<file path="config.mk">
export PLATFORM = sky130hd
export DESIGN_NAME = vga_timing_gen
export DESIGN_NICKNAME = d
export VERILOG_FILES = /design/src/rtl/vga_timing_pkg.sv /design/src/rtl/vga_mod_counter.sv /design/src/rtl/vga_timing_gen.sv
export SDC_FILE = /design/constraint.sdc
export NUM_CORES = 1
export LEC_CHECK = 0
export ABC_AREA = 1
export CAP_MARGIN = 20
export CORE_MARGIN = 2
export CORE_UTILIZATION = 41
export CTS_BUF_LIST = sky130_fd_sc_hd__clkbuf_2 sky130_fd_sc_hd__clkbuf_4 sky130_fd_sc_hd__clkbuf_8
export CTS_CLUSTER_SIZE = 40
export DETAILED_ROUTE_END_ITERATION = 10
export GPL_TIMING_DRIVEN = 0
export HOLD_SLACK_MARGIN = 0.06
export SYNTH_ARGS = -nofsm -noshare
export SYNTH_HDL_FRONTEND = slang
export SYNTH_SLANG_ARGS = --single-unit
</file>
<file path="constraint.sdc">
create_clock -name clk -period 1.9 [get_ports clk]
set_input_delay 0.285 -clock clk [delete_from_list [all_inputs] [get_ports clk]]
set_output_delay 0.285 -clock clk [all_outputs]
set_load 0.01 [all_outputs]
</file>
<file path="src/rtl/vga_timing_pkg.sv">
// Shared timing constants for the 640x480@60 raster, derived-period helpers
// and the controller state type used by vga_timing_gen.
package vga_timing_pkg;

    localparam int VGA_H_ACTIVE = 640;
    localparam int VGA_H_FP     = 16;
    localparam int VGA_H_SYNC   = 96;
    localparam int VGA_H_BP     = 48;
    localparam int VGA_V_ACTIVE = 480;
    localparam int VGA_V_FP     = 10;
    localparam int VGA_V_SYNC   = 2;
    localparam int VGA_V_BP     = 33;
    localparam bit VGA_HS_POL   = 1'b0;
    localparam bit VGA_VS_POL   = 1'b0;
    localparam int VGA_CW       = 10;

    function automatic int h_total(input int active, input int fp, input int sync, input int bp);
        return active + fp + sync + bp;
    endfunction

    function automatic int v_total(input int active, input int fp, input int sync, input int bp);
        return active + fp + sync + bp;
    endfunction

    typedef enum logic {
        IDLE = 1'b0,
        RUN  = 1'b1
    } state_t;

endpackage

</file>
<file path="src/rtl/vga_mod_counter.sv">
// Enabled modulo-MODULUS up-counter. wrap flags the terminal count; any value
// at or above the terminal count returns to zero on the next enable.
module vga_mod_counter #(
    parameter int WIDTH   = 10,
    parameter int MODULUS = 800
) (
    input  logic             clk,
    input  logic             rst_n,
    input  logic             en,
    output logic [WIDTH-1:0] count,
    output logic             wrap
);

    localparam logic [WIDTH-1:0] LAST = WIDTH'(MODULUS - 1);

    logic [WIDTH-1:0] r_count;

    assign count = r_count;
    assign wrap  = (r_count >= LAST);

    always_ff @(posedge clk) begin
        if (!rst_n) begin
            r_count <= '0;
        end else if (en) begin
            r_count <= wrap ? '0 : r_count + 1'b1;
        end
    end

endmodule

</file>
<file path="src/rtl/vga_timing_gen.sv">
// VGA raster timing generator: h/v counters plus registered sync, display
// enable and line/frame pulses, all decoded from next-count values.
//
//  state | meaning
//  IDLE  | after reset; counters parked at (0,0), first pix_en loads decode of (0,0)
//  RUN   | every pix_en advances the raster
module vga_timing_gen
    import vga_timing_pkg::*;
#(
    parameter int H_ACTIVE = VGA_H_ACTIVE,
    parameter int H_FP     = VGA_H_FP,
    parameter int H_SYNC   = VGA_H_SYNC,
    parameter int H_BP     = VGA_H_BP,
    parameter int V_ACTIVE = VGA_V_ACTIVE,
    parameter int V_FP     = VGA_V_FP,
    parameter int V_SYNC   = VGA_V_SYNC,
    parameter int V_BP     = VGA_V_BP,
    parameter bit HS_POL   = VGA_HS_POL,
    parameter bit VS_POL   = VGA_VS_POL,
    parameter int CW       = VGA_CW
) (
    input  logic          clk,
    input  logic          rst_n,
    input  logic          pix_en,
    output logic [CW-1:0] h_count,
    output logic [CW-1:0] v_count,
    output logic          hsync,
    output logic          vsync,
    output logic          de,
    output logic          line_end,
    output logic          frame_start
);

    localparam int H_TOTAL = h_total(H_ACTIVE, H_FP, H_SYNC, H_BP);
    localparam int V_TOTAL = v_total(V_ACTIVE, V_FP, V_SYNC, V_BP);

    localparam logic [CW-1:0] H_ACT_C  = CW'(H_ACTIVE);
    localparam logic [CW-1:0] V_ACT_C  = CW'(V_ACTIVE);
    localparam logic [CW-1:0] HS_START = CW'(H_ACTIVE + H_FP);
    localparam logic [CW-1:0] HS_END   = CW'(H_ACTIVE + H_FP + H_SYNC);
    localparam logic [CW-1:0] VS_START = CW'(V_ACTIVE + V_FP);
    localparam logic [CW-1:0] VS_END   = CW'(V_ACTIVE + V_FP + V_SYNC);
    localparam logic [CW-1:0] H_LAST   = CW'(H_TOTAL - 1);

    state_t r_state;
    state_t w_state_nxt;

    logic          w_h_en;
    logic          w_v_en;
    logic          w_h_wrap;
    logic          w_v_wrap;
    logic [CW-1:0] w_h_nxt;
    logic [CW-1:0] w_v_nxt;
    logic          w_hs_act;
    logic          w_vs_act;

    logic r_hsync;
    logic r_vsync;
    logic r_de;
    logic r_line_end;
    logic r_frame_start;

    always_ff @(posedge clk) begin
        if (!rst_n) begin
            r_state <= IDLE;
        end else begin
            r_state <= w_state_nxt;
        end
    end

    always_comb begin
        w_state_nxt = r_state;
        case (r_state)
            IDLE:    if (pix_en) w_state_nxt = RUN;
            RUN:     w_state_nxt = RUN;
            default: w_state_nxt = IDLE;
        endcase
    end

    assign w_h_en = (r_state == RUN) && pix_en;
    assign w_v_en = w_h_en && w_h_wrap;

    vga_mod_counter #(
        .WIDTH   (CW),
        .MODULUS (H_TOTAL)
    ) u_h_cnt (
        .clk   (clk),
        .rst_n (rst_n),
        .en    (w_h_en),
        .count (h_count),
        .wrap  (w_h_wrap)
    );

    vga_mod_counter #(
        .WIDTH   (CW),
        .MODULUS (V_TOTAL)
    ) u_v_cnt (
        .clk   (clk),
        .rst_n (rst_n),
        .en    (w_v_en),
        .count (v_count),
        .wrap  (w_v_wrap)
    );

    // Look-ahead of the counter registers so the decodes land in the same cycle as the counts.
    assign w_h_nxt = w_h_en ? (w_h_wrap ? '0 : h_count + 1'b1) : h_count;
    assign w_v_nxt = w_v_en ? (w_v_wrap ? '0 : v_count + 1'b1) : v_count;

    assign w_hs_act = (w_h_nxt >= HS_START) && (w_h_nxt < HS_END);
    assign w_vs_act = (w_v_nxt >= VS_START) && (w_v_nxt < VS_END);

    always_ff @(posedge clk) begin
        if (!rst_n) begin
            r_hsync       <= ~HS_POL;
            r_vsync       <= ~VS_POL;
            r_de          <= 1'b0;
            r_line_end    <= 1'b0;
            r_frame_start <= 1'b0;
        end else if (pix_en) begin
            r_hsync       <= w_hs_act ? HS_POL : ~HS_POL;
            r_vsync       <= w_vs_act ? VS_POL : ~VS_POL;
            r_de          <= (w_h_nxt < H_ACT_C) && (w_v_nxt < V_ACT_C);
            r_line_end    <= (w_h_nxt == H_LAST);
            r_frame_start <= (w_h_nxt == '0) && (w_v_nxt == '0);
        end
    end

    assign hsync       = r_hsync;
    assign vsync       = r_vsync;
    assign de          = r_de;
    assign line_end    = r_line_end;
    assign frame_start = r_frame_start;

endmodule

</file>
======== Word level (Yosys, flattened, before mapping) ========
Index checks and enable logic that the tools add are counted.
Widths: inputs -> output; s select.
word-level totals
  output and inout port bits .............. 25
  register bits after elaboration ......... 26
  logic and storage cells ................. 36
  bits of input ports ..................... 3
cells by class
  reduce and logical (&&, ||, !) cells .... 8
  bitwise gates (word level) .............. 1
  equality and inequality tests ........... 1
  multiplexer cells ....................... 8
  order comparisons ....................... 8
  add/subtract/negate cells ............... 2
operators with widths
  operator               number
  $mux 10                4
  $ge 10x10->1 const B   3
  $add 10x1->10 const B  2
  $logic_not 10->1       2
  $lt 10x10->1 const B   2
  $lt 10x9->1 const B    2
  $eq 10x10->1 const B   1
  $ge 10x9->1 const B    1
  $logic_and 1x1->1      6
  $mux 1                 3
  $pmux 1 s2             1
  $not 1->1              1

======== Depth between registers and ports, before layout ========
  depth in word-level cells ............... 6
  depth in mapped cells ................... 14
  mapped depth without buffers ............ 13

======== Cells and area by module ========
A second synthesis with hierarchy kept.
second synthesis, totals
  cell total of the unflattened synthesis .. 340
  area total of the unflattened synthesis .. 2055.7 µm²
by module, submodules not included
  module                     instances  cells an instance  sequential area each (µm²)  area an instance (µm²)
  vga_timing_gen             1          204                120.1                       1053.5
  vga_mod_counter (u_v_cnt)  1          71                 200.2                       509.2
  vga_mod_counter (u_h_cnt)  1          65                 200.2                       493.0

======== Worst setup path before layout ========
OpenSTA, ideal clock, no wires.
  path kind ............................... flip-flop to flip-flop
  from .................................... reg u_h_cnt.r_count[0], in the netlist u_h_cnt.count[0]
  to ...................................... reg r_vsync, in the netlist vsync
  arrival ................................. 1547 ps
  period minus slack after synthesis ...... 1665 ps
  path buffers ............................ 1
  stages on the path, launching flop included .. 15
  setup time .............................. 118 ps
  slack ................................... 235 ps
  data required time ...................... 1782 ps
  cell sequence ........................... dfxtp_1 -> ha_1 -> nand2_1 -> clkinv_1 -> nand2_1 -> nand2_2 -> nand3_4 -> buf_6 -> inv_4 -> nand4_1 -> nand2_1 -> nor2_1 -> nand2_1 -> nor2_1 -> nor2_1
between the ends
  cells in the longest elaborated chain, start to end .. 6
  elaborated cells on any way between the ends .. 7
  classes of those cells .................. order compare: 3; mux: 2; reduce/logical: 2
RTL lines
  what                                        line                   source
  start: declaration                          vga_mod_counter.sv:16  logic [WIDTH-1:0] r_count;
  start signal: assignment                    vga_mod_counter.sv:25  r_count <= wrap ? '0 : r_count + 1'b1;
  $ge 10x10->1 (*)                            vga_mod_counter.sv:19  assign wrap = (r_count >= LAST);
  $logic_and 1x1->1 (*)                       vga_timing_gen.sv:81   assign w_v_en = w_h_en && w_h_wrap;
  $mux 10 (*)                                 vga_timing_gen.sv:107  assign w_v_nxt = w_v_en ? (w_v_wrap ? '0 : v_count + 1'b1) : v_count;
  $ge 10x9->1 or $lt 10x9->1 (tied branches)  vga_timing_gen.sv:110  assign w_vs_act = (w_v_nxt >= VS_START) && (w_v_nxt < VS_END);
  $logic_and 1x1->1 (*)                       vga_timing_gen.sv:110
  $mux 1 (*)                                  vga_timing_gen.sv:121  r_vsync <= w_vs_act ? VS_POL : ~VS_POL;
  end signal: assignment                      vga_timing_gen.sv:115  r_vsync <= ~VS_POL;
  end signal: assignment                      vga_timing_gen.sv:121
  end: declaration                            vga_timing_gen.sv:58   logic r_vsync;
Every way passes the cells marked *; elsewhere a longest branch is shown, timed or not.
A chain may end at the register's enable or synchronous reset.

======== Final worst setup path ========
  from .................................... reg u_h_cnt.r_count[1], in the netlist u_h_cnt.count[1]
  to ...................................... reg r_de, in the netlist de
between the ends
  cells in the longest elaborated chain, start to end .. 5
  elaborated cells on any way between the ends .. 9
  classes of those cells .................. add/sub: 1; order compare: 3; mux: 3; reduce/logical: 2
RTL lines
  what                                           line                                          source
  $add 10x1->10 or $ge 10x10->1 (tied branches)  vga_timing_gen.sv:106, vga_mod_counter.sv:19
  $mux 10 or $logic_and 1x1->1 (tied branches)   vga_timing_gen.sv:106, vga_timing_gen.sv:81
  $mux 10 (on tied branches)                     -
  $lt 10x10->1 or $lt 10x9->1 (tied branches)    vga_timing_gen.sv:122                         r_de <= (w_h_nxt < H_ACT_C) && (w_v_nxt < V_ACT_C);
  $logic_and 1x1->1 (*)                          vga_timing_gen.sv:122
  end signal: assignment                         vga_timing_gen.sv:122
  end: declaration                               vga_timing_gen.sv:59                          logic r_de;
Marked as above.

==> results.yml <==
yosys:
  yosys.area.top_type_share_pct: 31.21
  ys_seq_area_share_pct: 31.21
  synthTopCellsByCount: "nand2_1, nor2_1, inv_1"
  synth_area_leaders: "dfxtp_1, nand2_1, nor2_1, inv_1, nand3_1"
  yosys.cell_types.count: 28
  syn_area_sq_um: 1668
  syn_inst: 280
  yosysMostFrequentCell: "nand2_1"
  synth_edf_count: 0
  syn-num-nets: 286
  syn_avg_cell_area_sq_um: 5.957
  ys_seq_elements: 26
  synth_ff_type: "dfxtp_1"
  ys_warn_count: 0
  synth_area_leader_cell: "dfxtp_1"
  async_flop_share_pct: 0
die:
  num_io_pins: 28
  fp.dieW_microns: 67.78
  core-area_sq_um: 3971
  die_h_microns: 67.78
  fp-row-count: 23
  die_area_sq_um: 4594
  initial_core_util_pct: 42.00
worst_setup_path:
  end_kind: "register"
  crit_fanout: 7
  reg2reg_from: "u_h_cnt.count[1]"
  reg2reg_slack_ps: 130
  path_cells: "ha_4, nand2_2, clkinv_1, nand2_1, nand2_2, nand3_4, buf_12, inv_4, nand4_1, nand2_2, nor2_2, nand3_1, nand3_1, nand2_1"
  critPathCapture: "de"
  crit_start: "u_h_cnt.count[1]"
  worst-setup-path-type: "register to register"
  worstPathRequired_ps: 2080
  cp_slowest_stage_delay_ps: 370
  slowest_stage: "dfxtp_4"
  critPathLaunchType: "register"
  worst_r2r_endpoint: "de"
  cp.arrival_ps: 1950
  cp_common_cell: "nand2_2"
  r2r_cells: 14
global_routing:
  grt-ovfl-total: 0
  antenna_found_initial: 0
  grt_use_total_pct: 20.51
  grt_pass1_vias: 1510
  grt_pass1_wl_microns: 7120
  grt_max_degree: 15
clock_network:
  cts.clk_slew.worst_paths_ps: 100
  clock-sinks: 26
  holdBufCountCts: 0
  clockRootBuffer: "clkbuf_8"
  htree_levels: 1
  worstSkewPairLatency_ps: 280
  cts_buffers: 3
  clockBufferDepth: 2
  cts_tree: "yes"
sta:
  worstMarginPinSlew_ps: 561.1
  fin_crit_sh_pct: 93.02
  period_needed_ps: 1767
  fmax_mhz: 565.8
  holdWs_ps: 430.7
  maxSlewHeadroom_pct: 62.60
  final-hold-violation-count: 0
  setup_viol: 0
  fin_worst_skew_ps: 3.075
  finalSetupTns_ps: 0
  drv_slew: 0
hold_path:
  whs_path_depth: 3
  min_path_type: "input pin to register"
drt:
  post-route-drc-count: 0
  viasPerCell: 4.824
  wirelength_microns: 4374
  wl_per_cell_microns: 12.05
  vias: 1751
  postRouteAntennaNets: 0
  first_iter_violations: 80
  dr.pass1.iters: 4
finish:
  num-nets-final: 320
  drive_above_1_share_pct: 14.06
  fillers: 426
  syn_to_final_growth_pct: 29.71
  antenna_cells: 0
  fin_area_sq_um: 2163
  multi_input_area_sq_um: 1015
  seq_area_sq_um: 533.0
place:
  dp_hpwl_microns: 3179
  place_congestion: 0.7768
  port_buffers: 27
  dpl_cell_area_sq_um: 2001
power:
  p_leak_nw: 1.010
  netSwitchingFraction_pct: 23.74
  vdd_drop_max_uv: 322.4
  sequentialPowerShare_pct: 55.6
  p_clk_share_pct: 37.8
  power_frac_comb_pct: 6.7
  finalPower_mw: 1.001
  power_switching_mw: 0.2375
  internal-power_mw: 0.7631
  power.density_nw_per_um2: 462.5
job:
  drv_cap: 0
status:
  status: "finished clean"
==> cell type report <==
cell class / instances / area share (%)
Buffer: 4 / 1.793
Clock buffer: 4 / 2.545
Inverter: 39 / 7.114
Multi-Input combinational cell: 211 / 46.91
Sequential cell: 26 / 24.64
Tap cell: 50 / 2.892
Timing Repair Buffer: 29 / 14.11
==> power by group through the flow <==
stage | logic (mW) | registers [mW] | clock network [mW]
after floorplan | 0.0326 | 0.573 | 0
after global placement | 0.0639 | 0.571 | 0
after detailed placement | 0.0636 | 0.571 | 0
after CTS | 0.0642 | 0.558 | 0.389
after global routing | 0.0746 | 0.557 | 0.404
final | 0.0669 | 0.556 | 0.378
==> worst min path at each step <==
stage                           start               end  slack [ps]
after detailed placement  frame_start       frame_start         470
after global placement    frame_start       frame_start         470
after global routing           pix_en             hsync         440
after floorplan                 rst_n  u_h_cnt.count[1]         400
after CTS                 frame_start       frame_start         490
final                          pix_en             hsync         430
==> metal layers <==
metal	track usage (%)	up-vias	part of all wire, %
met1	30.91	788	53
met2	30.51	25	42
met3	2.667	4	3.5
li1	-	934	-
met5	0	-	0
met4	5.250	0	0.89
==> cell usage in the layout (no fill, tap or decap), drive strengths merged <==
| master | n |
|---|---|
| nand2 | 99 |
| nor2 | 60 |
| inv | 37 |
| clkdlybuf4s50 | 26 |
| dfxtp | 26 |
| nand3 | 22 |
| nand4 | 9 |
| clkbuf | 7 |
| nor3 | 4 |
| o21ai | 4 |
| a21oi | 3 |
| buf | 3 |
| ha | 3 |
| xor2 | 2 |
| o21bai | 2 |
| nand3b | 2 |
| clkinv | 2 |
| nor3b | 1 |
| dlymetal6s2s | 1 |
==> critical path: cells and delay by family (launching register included) <==
family,cells,cell delay (ps)
flip-flops,1,370
AND/OR/NAND/NOR,10,900
adder cells (fa/ha/maj),1,160
buffers and inverters,3,240
==> timing repair <==
item,in CTS,in global routing
setup buffers,0,1
resized for setup,0,26
endpoints found under the hold margin,0,0
endpoints found under the setup margin,0,5
==> per-stage QoR <==
| stage | util (%) | setup WS, ps | instances |
|---|---|---|---|
| CTS | 51.76 | 1.193 | 361 |
| global route | 54.47 | -4.656 | 363 |
| finish | 54.47 | 132.7 | 363 |
| floorplan | - | 235.0 | 280 |
| detailed placement | 50.38 | -274.2 | 357 |
| global placement | 50.38 | -288.3 | 357 |
==> logic make-up after synthesis <==
| logic type | after synthesis | synth area share (%) |
|---|---|---|
| and+or+nand+nor | 197 | 51.46 |
| xor gates and xnor gates | 2 | 1.050 |
| buffers and inverters | 43 | 10.80 |
| adders and majority gates | 3 | 2.251 |
| DFF | 26 | 31.21 |
| AOI/OAI and AO/OA | 9 | 3.225 |
==> sequential cells by signal (all words and copies together), names as in the netlist <==
| signal | flops |
|---|---|
| u_h_cnt.count | 10 |
| frame_start | 1 |
| u_v_cnt.count | 10 |
| hsync | 1 |
| de | 1 |
| r_state | 1 |
| line_end | 1 |
| vsync | 1 |
(Power assumes the default switching activity.)
